## src/rtl/cpu_trace_pkg.sv

```systemverilog
// cpu_trace_pkg: constants shared by the trace arbiter, cpu_checker and benches.
//   CH_*      : trace protocol characters ('^' opens a message, '#' closes it)
//   ST_*      : arbiter state encoding
//   sat_inc16 : saturating increment for the 16-bit message counters
package cpu_trace_pkg;

   localparam logic [7:0] CH_CARET = 8'h5E;
   localparam logic [7:0] CH_HASH  = 8'h23;
   localparam logic [7:0] CH_IDLE  = 8'h00;

   localparam logic [1:0] ST_IDLE  = 2'd0;
   localparam logic [1:0] ST_GRANT = 2'd1;
   localparam logic [1:0] ST_ABORT = 2'd2;

   typedef logic [7:0] trace_char_t;

   function automatic logic [15:0] sat_inc16(input logic [15:0] v);
      return (v == 16'hFFFF) ? v : v + 16'd1;
   endfunction

endpackage

```

## src/rtl/cpu_trace_if.sv

```systemverilog
// cpu_trace_if: per-source character handshake bundle.
//   src_valid[i]          : source i presents a character
//   src_char[8i+7:8i]     : character of source i
//   src_ready[i]          : character of source i consumed this cycle
//   master modport = trace sources, slave modport = arbiter
interface cpu_trace_if #(
   parameter int N_SRC = 2
);
   logic [N_SRC-1:0]   src_valid;
   logic [8*N_SRC-1:0] src_char;
   logic [N_SRC-1:0]   src_ready;

   modport master (output src_valid, output src_char, input src_ready);
   modport slave  (input src_valid, input src_char, output src_ready);
endinterface

```

## src/rtl/cpu_trace_arbiter_rr_picker.sv

```systemverilog
// rr_picker: combinational round-robin picker.
//   req         : request vector
//   ptr         : index with highest priority (must be < N)
//   grant_valid : at least one request is set
//   grant_idx   : first set request at or after ptr, ascending mod N
module rr_picker #(
   parameter int N = 2,
   parameter int W = 1
) (
   input  logic [N-1:0] req,
   input  logic [W-1:0] ptr,
   output logic         grant_valid,
   output logic [W-1:0] grant_idx
);

   // Walk offsets from farthest to nearest so the nearest request wins.
   always_comb begin
      grant_valid = 1'b0;
      grant_idx   = '0;
      for (int k = N - 1; k >= 0; k--) begin
         if (req[(int'(ptr) + k) % N]) begin
            grant_valid = 1'b1;
            grant_idx   = W'((int'(ptr) + k) % N);
         end
      end
   end

endmodule

```

## src/rtl/cpu_trace_arbiter.sv

```systemverilog
// cpu_trace_arbiter: shares the cpu_checker character input between N_SRC
// trace sources, granting one whole '^'..'#' message at a time.
//   clk, reset : clock, synchronous active-low reset
//   src        : per-source valid/char/ready handshake (slave side)
//   out_char   : registered character to cpu_checker (00 when idle)
//   out_valid  : out_char carries a forwarded or injected character
//   out_src    : source of the current/last grant
//   abort      : one-cycle pulse with an injected '#' after a stall timeout
//   msg_done   : messages closed by the source's own '#', saturating
//   msg_abort  : timeout aborts, saturating
module cpu_trace_arbiter
   import cpu_trace_pkg::*;
#(
   parameter int N_SRC   = 2,
   parameter int TIMEOUT = 16,
   parameter int SRC_W   = 1
) (
   input  logic             clk,
   input  logic             reset,
   cpu_trace_if.slave       src,
   output logic [7:0]       out_char,
   output logic             out_valid,
   output logic [SRC_W-1:0] out_src,
   output logic             abort,
   output logic [15:0]      msg_done,
   output logic [15:0]      msg_abort
);

   localparam int CNT_W = $clog2(TIMEOUT + 1);

   logic [1:0]             state;
   logic [SRC_W-1:0]       rr_ptr;
   logic [CNT_W-1:0]       stall_cnt;

   logic [N_SRC-1:0][7:0]  chars;
   logic [N_SRC-1:0]       caret_req;
   logic [N_SRC-1:0]       ready;
   logic                   pick_vld;
   logic [SRC_W-1:0]       pick_idx;
   logic                   g_valid;
   trace_char_t            g_char;
   logic [SRC_W-1:0]       nxt_ptr;

   assign chars = src.src_char;

   always_comb begin
      for (int i = 0; i < N_SRC; i++)
         caret_req[i] = src.src_valid[i] && (chars[i] == CH_CARET);
   end

   rr_picker #(.N(N_SRC), .W(SRC_W)) u_pick (
      .req         (caret_req),
      .ptr         (rr_ptr),
      .grant_valid (pick_vld),
      .grant_idx   (pick_idx)
   );

   // out_src doubles as the granted source index while in GRANT/ABORT.
   assign g_valid = src.src_valid[out_src];
   assign g_char  = chars[out_src];
   // Just-served source drops to lowest priority.
   assign nxt_ptr = (int'(out_src) == N_SRC - 1) ? '0 : out_src + 1'b1;

   // Idle: drain junk from everyone, hold losing '^' sources until their turn.
   always_comb begin
      ready = '0;
      case (state)
         ST_IDLE: begin
            for (int i = 0; i < N_SRC; i++)
               ready[i] = src.src_valid[i] && (chars[i] != CH_CARET);
            if (pick_vld) ready[pick_idx] = 1'b1;
         end
         ST_GRANT: ready[out_src] = 1'b1;
         default:  ready = '0;
      endcase
   end

   assign src.src_ready = ready;

   always_ff @(posedge clk) begin
      if (!reset) begin
         state     <= ST_IDLE;
         out_char  <= CH_IDLE;
         out_valid <= 1'b0;
         out_src   <= '0;
         abort     <= 1'b0;
         msg_done  <= '0;
         msg_abort <= '0;
         rr_ptr    <= '0;
         stall_cnt <= '0;
      end else begin
         out_char  <= CH_IDLE;
         out_valid <= 1'b0;
         abort     <= 1'b0;
         case (state)
            ST_IDLE: begin
               if (pick_vld) begin
                  out_char  <= CH_CARET;
                  out_valid <= 1'b1;
                  out_src   <= pick_idx;
                  stall_cnt <= '0;
                  state     <= ST_GRANT;
               end
            end
            ST_GRANT: begin
               // A character on the would-be timeout cycle still wins.
               if (g_valid) begin
                  out_char  <= g_char;
                  out_valid <= 1'b1;
                  stall_cnt <= '0;
                  if (g_char == CH_HASH) begin
                     msg_done <= sat_inc16(msg_done);
                     rr_ptr   <= nxt_ptr;
                     state    <= ST_IDLE;
                  end
               end else begin
                  stall_cnt <= stall_cnt + 1'b1;
                  if (stall_cnt == CNT_W'(TIMEOUT - 1)) state <= ST_ABORT;
               end
            end
            ST_ABORT: begin
               out_char  <= CH_HASH;
               out_valid <= 1'b1;
               abort     <= 1'b1;
               msg_abort <= sat_inc16(msg_abort);
               rr_ptr    <= nxt_ptr;
               stall_cnt <= '0;
               state     <= ST_IDLE;
            end
            default: state <= ST_IDLE;
         endcase
      end
   end

endmodule

```

## src/flat_wrapper.sv

```systemverilog
// flat-port wrapper written by rule: the top's interface ports become plain ports
module cpu_trace_arbiter_flat import cpu_trace_pkg::*;
#(
   parameter int N_SRC   = 2,
   parameter int TIMEOUT = 16,
   parameter int SRC_W   = 1
)
  (clk, reset, out_char, out_valid, out_src, abort, msg_done, msg_abort, src_src_valid, src_src_char, src_src_ready);
  cpu_trace_if #(.N_SRC(N_SRC)) src_i ();
  input  logic clk;
  input  logic reset;
  output logic [7:0] out_char;
  output logic out_valid;
  output logic [SRC_W-1:0] out_src;
  output logic abort;
  output logic [15:0] msg_done;
  output logic [15:0] msg_abort;
  input wire logic [$bits(src_i.src_valid)-1:0] src_src_valid;
  input wire logic [$bits(src_i.src_char)-1:0] src_src_char;
  output wire logic [$bits(src_i.src_ready)-1:0] src_src_ready;
  assign src_i.src_valid = src_src_valid;
  assign src_i.src_char = src_src_char;
  assign src_src_ready = src_i.src_ready;
  cpu_trace_arbiter #(.N_SRC(N_SRC), .TIMEOUT(TIMEOUT), .SRC_W(SRC_W)) u_core (.clk(clk), .reset(reset), .src(src_i), .out_char(out_char), .out_valid(out_valid), .out_src(out_src), .abort(abort), .msg_done(msg_done), .msg_abort(msg_abort));
endmodule
```

## config.mk

```make
export PLATFORM = sky130hd
export DESIGN_NAME = cpu_trace_arbiter_flat
export DESIGN_NICKNAME = d
export VERILOG_FILES = /design/src/rtl/cpu_trace_pkg.sv /design/src/rtl/cpu_trace_if.sv /design/src/rtl/cpu_trace_arbiter_rr_picker.sv /design/src/rtl/cpu_trace_arbiter.sv /design/src/flat_wrapper.sv
export SDC_FILE = /design/constraint.sdc
export NUM_CORES = 1
export LEC_CHECK = 0
export BUFFER_PORTS_ARGS = -buffer_cell sky130_fd_sc_hd__clkbuf_2
export CAP_MARGIN = 20
export CORE_UTILIZATION = 48
export DETAILED_ROUTE_END_ITERATION = 16
export PLACE_DENSITY_LB_ADDON = 0.25
export RECOVER_POWER = 100
export SLEW_MARGIN = 30
export SYNTH_ARGS = -nofsm -noshare
export SYNTH_HDL_FRONTEND = slang
export SYNTH_SLANG_ARGS = --single-unit
```

## constraint.sdc

```tcl
create_clock -name clk -period 1.7 [get_ports clk]
set_input_delay 0.17 -clock clk [delete_from_list [all_inputs] [get_ports clk]]
set_output_delay 0.17 -clock clk [all_outputs]
set_load 0.05 [all_outputs]
```

==> qor.csv <==
stage,metric,value,unit
finish,fin_area,4310,sq um
setup_path,crit_path_end_kind,flip-flop,
routing,first_pass_iters,4,
job,max_cap_viol_count,0,
placed_design,dp_worst_setup_slack,-106,ps
setup_path,r2r_slack,-140,ps
finish,fin_cells,516,
setup_path,worst-setup-path-type,reg -> reg,
power,power_density,513,nW/um^2
sta,tightest_slew,390,ps
die,die_area,6020,sq um
sta,rsz0062_at_grt,yes,
setup_path,cp_top_family,simple AND/OR/NAND/NOR gates,
finish,syn_to_final_growth,57.2,%
die,core_area,5510,sq um
sta,clock_skew,12.3,ps
power,power.internal,0.00171,W
clock_tree,clkTransAtPathRegs,100,ps
sta,max_freq,0.543,GHz
clock_tree,cts_hold_buf,0,
power,p_leak,1.79,nW
finish,diodes,0,
die,initial_core_util,49.8,%
synth,synth_area_leader_cell,dfxtp_1,
routing,ant_nets,0,
clock_tree,cts_num_sinks,51,
clock_tree,cts_root_buf,clkbuf_8,
die,io_pins,65,
grt,grt_pass1_wl,13100,um
synth,syn_nets,344,
sta,fin_ws,-143,ps
routing,via_per_inst,5.85,
grt,overflow,0,
sta,hold_viol_final,0,
setup_path,slowest_delay,350,ps
setup_path,crit_chain,inv_1 -> ha_2 -> inv_2 -> nor2_4 -> nand4b_4 -> buf_6 -> o311ai_4 -> o41ai_2,
power,power_switching,0.000501,W
routing,drt-total-wl,8700,um
synth,ys_ff_latch,51,
clock_tree,htree_levels,2,
clock_tree,cts_tree,yes,
synth,synth.most_common_cell,dfxtp_1,
routing,dr_total_vias,3018,
clock_tree,numCtsBuffers,5,
grt,grt_pass1_vias,2784,
routing,dr.first_iter.drc_count,194,
setup_path,slowest_stage,dfxtp_2,
sta,slew_headroom,73.9,%
clock_tree,clock_latency,310,ps
placed_design,place.gp.congestion,0.875,
setup_path,critPathRequiredTime,1890,ps
setup_path,cp_data_arrival_time,2040,ps
placed_design,place_inst,495,
sta,fin_crit_sh,108,%
setup_path,path_buf_inv,3,
run_status,outcome,"complete, but fails checks",
finish,final_layout_size_suffix_gt1_share,54.1,%
synth,ys_top_cells_by_count,"51 x dfxtp_1, 30 x nand2_1, 25 x nor2_1, 23 x a21oi_1, 20 x nand3_1",
synth,synth_top_area_share,37.2,%
routing,drc,0,
power,ir_worst_vdd,0.000429,V
die,die_w,77.6,um
grt,antenna_found_initial,0,
placed_design,io_buffers,64,
placed_design,placed_area,3660,sq um
synth,synth_flop_cell,dfxtp_1,
sta,drv_slew,0,
synth,postSynthAreaPerCell,8.68,sq um
synth,synth_edf_count,0,
finish,nets,471,
routing,wl_per_cell,16.9,um
synth,postSynthCellCount,316,
synth,ys_types,56,
clock_tree,clock_path_buffers,2,
power,pwr-share-comb,7.3,%
placed_design,place_hpwl,5370,um
sta,finalSetupViolCount,16,
setup_path,critPathMaxFanout,7,
power,switching_share,22.6,%
sta,min_period,1840,ps
power,clockPowerShare,39.7,%
grt,grt_max_degree,25,
synth,async_reset_ff_share,0,%
synth,seq_area_frac_synth,37.2,%
synth,syn_area,2740,sq um
die,dieHeight,77.6,um
sta,hold_ws,245,ps
hold_path,hp-class,in -> reg,
setup_path,start_kind,flip-flop,
grt,grt_use_total,27.1,%
synth,synth_area_leaders,"dfxtp_1 37%, a21oi_1 4.2%, nand2_1 4.1%",
power,seqPwrFrac,53.1,%
synth,yosys_warnings,0,
die,rows,27,
run_status,violations,negative setup slack,
[kinds of logic (layout without fill, tap and decap cells)]
kind of cell,Yosys count,in the layout,synth area share [%]
xor gates and xnor gates,11,11,3.51
AOI/OAI and AO/OA,72,72,18.0
buffers and inverters,20,148,3.24
muxes,13,13,4.97
DFF,51,51,37.2
and+or+nand+nor,141,141,29.4
adders and majority gates,8,8,3.65
[area by class of cell]
| cell class | instances | area, sq um |
|---|---|---|
| Inverter | 8 | 30.0 |
| Sequential cell | 51 | 1100 |
| Tap cell | 72 | 90.1 |
| Multi-Input combinational cell | 245 | 2080 |
| Fill cell | 355 | 1200 |
| Clock inverter | 2 | 35.0 |
| Timing Repair Buffer | 132 | 898 |
| Clock buffer | 6 | 82.6 |
[metal layers]
layer  share of wire (%)  GRT usage (%)
met1                  42           33.7
met2                  50           48.5
met3                 4.9           3.41
met5                   0              0
met4                 2.9           7.92
[repair_timing]
action | in CTS | in global routing
setup buffers | 1 | 12
endpoints found under the setup margin | 20 | 28
endpoints found under the hold margin | 0 | 0
resized for setup | 18 | 61
pin swaps | 1 | 8
[through the flow]
step / TNS (ps) / util (%) / total power, W
after floorplan: -654 / - / 0.00126
after global placement: -210 / 66.5 / 0.00133
after detailed placement: -973 / 66.5 / 0.00133
after CTS: -379 / 70.8 / 0.00221
after global routing: -3170 / 78.3 / 0.00227
final: -1170 / 78.3 / 0.00221
[sequential cells by signal, summed over array words and instances (netlist names)]
name and flops:
u_core.out_valid 1, u_core.out_src 1, u_core.out_char 8, u_core.msg_abort 16
u_core.stall_cnt 5, u_core.msg_done 16, u_core.abort 1, u_core.rr_ptr 1
u_core.state 2
[cells in the final DEF (no fill, tap or decap), drive strengths merged, types with 3 or more instances in the layout]
master / Yosys / layout
nor2: 25 / 25
o311ai: 5 / 5
mux2: 5 / 5
o22ai: 4 / 4
ha: 8 / 8
nor4b: 3 / 3
o41ai: 4 / 4
buf: 4 / 69
o31ai: 7 / 7
and3: 7 / 7
nor4: 5 / 5
nand4: 8 / 8
mux2i: 8 / 8
a21oi: 23 / 23
clkbuf: 8 / 69
nand2: 31 / 31
a211oi: 5 / 5
or3: 3 / 3
inv: 8 / 8
nand2b: 12 / 12
xnor2: 7 / 7
dfxtp: 51 / 51
xor2: 4 / 4
o21ai: 7 / 7
a31oi: 4 / 4
or4: 9 / 9
and4: 3 / 3
and2: 4 / 4
nand3: 20 / 20
[worst reg2reg max path, cell delays in order (launching register included)]
cell      delay, ps
dfxtp_2         350
inv_1            90
ha_2            210
inv_2            60
nor2_4          190
nand4b_4        240
buf_6           200
o311ai_4        290
o41ai_2         120
[power groups by stage]
| stage | sequential, W | combinational, W | clock (W) |
|---|---|---|---|
| floorplan | 0.00121 | 0.0000589 | 0 |
| global placement | 0.00120 | 0.000122 | 0 |
| detailed placement | 0.00120 | 0.000123 | 0 |
| CTS | 0.00118 | 0.000135 | 0.000901 |
| global route | 0.00117 | 0.000171 | 0.000930 |
| finish | 0.00117 | 0.000161 | 0.000877 |
[final timing paths]
check | from | endpoint | depth (start not counted)
setup / recovery | u_core.state[1] | u_core.msg_done[15] | 8
hold / removal | src_src_char[15] | u_core.out_char[7] | 3
setup reg to reg | u_core.state[1] | u_core.msg_done[15] | 8
hold reg to reg | u_core.msg_abort[10] | u_core.msg_abort[10] | 1
Power figures use the tool's default switching activity.
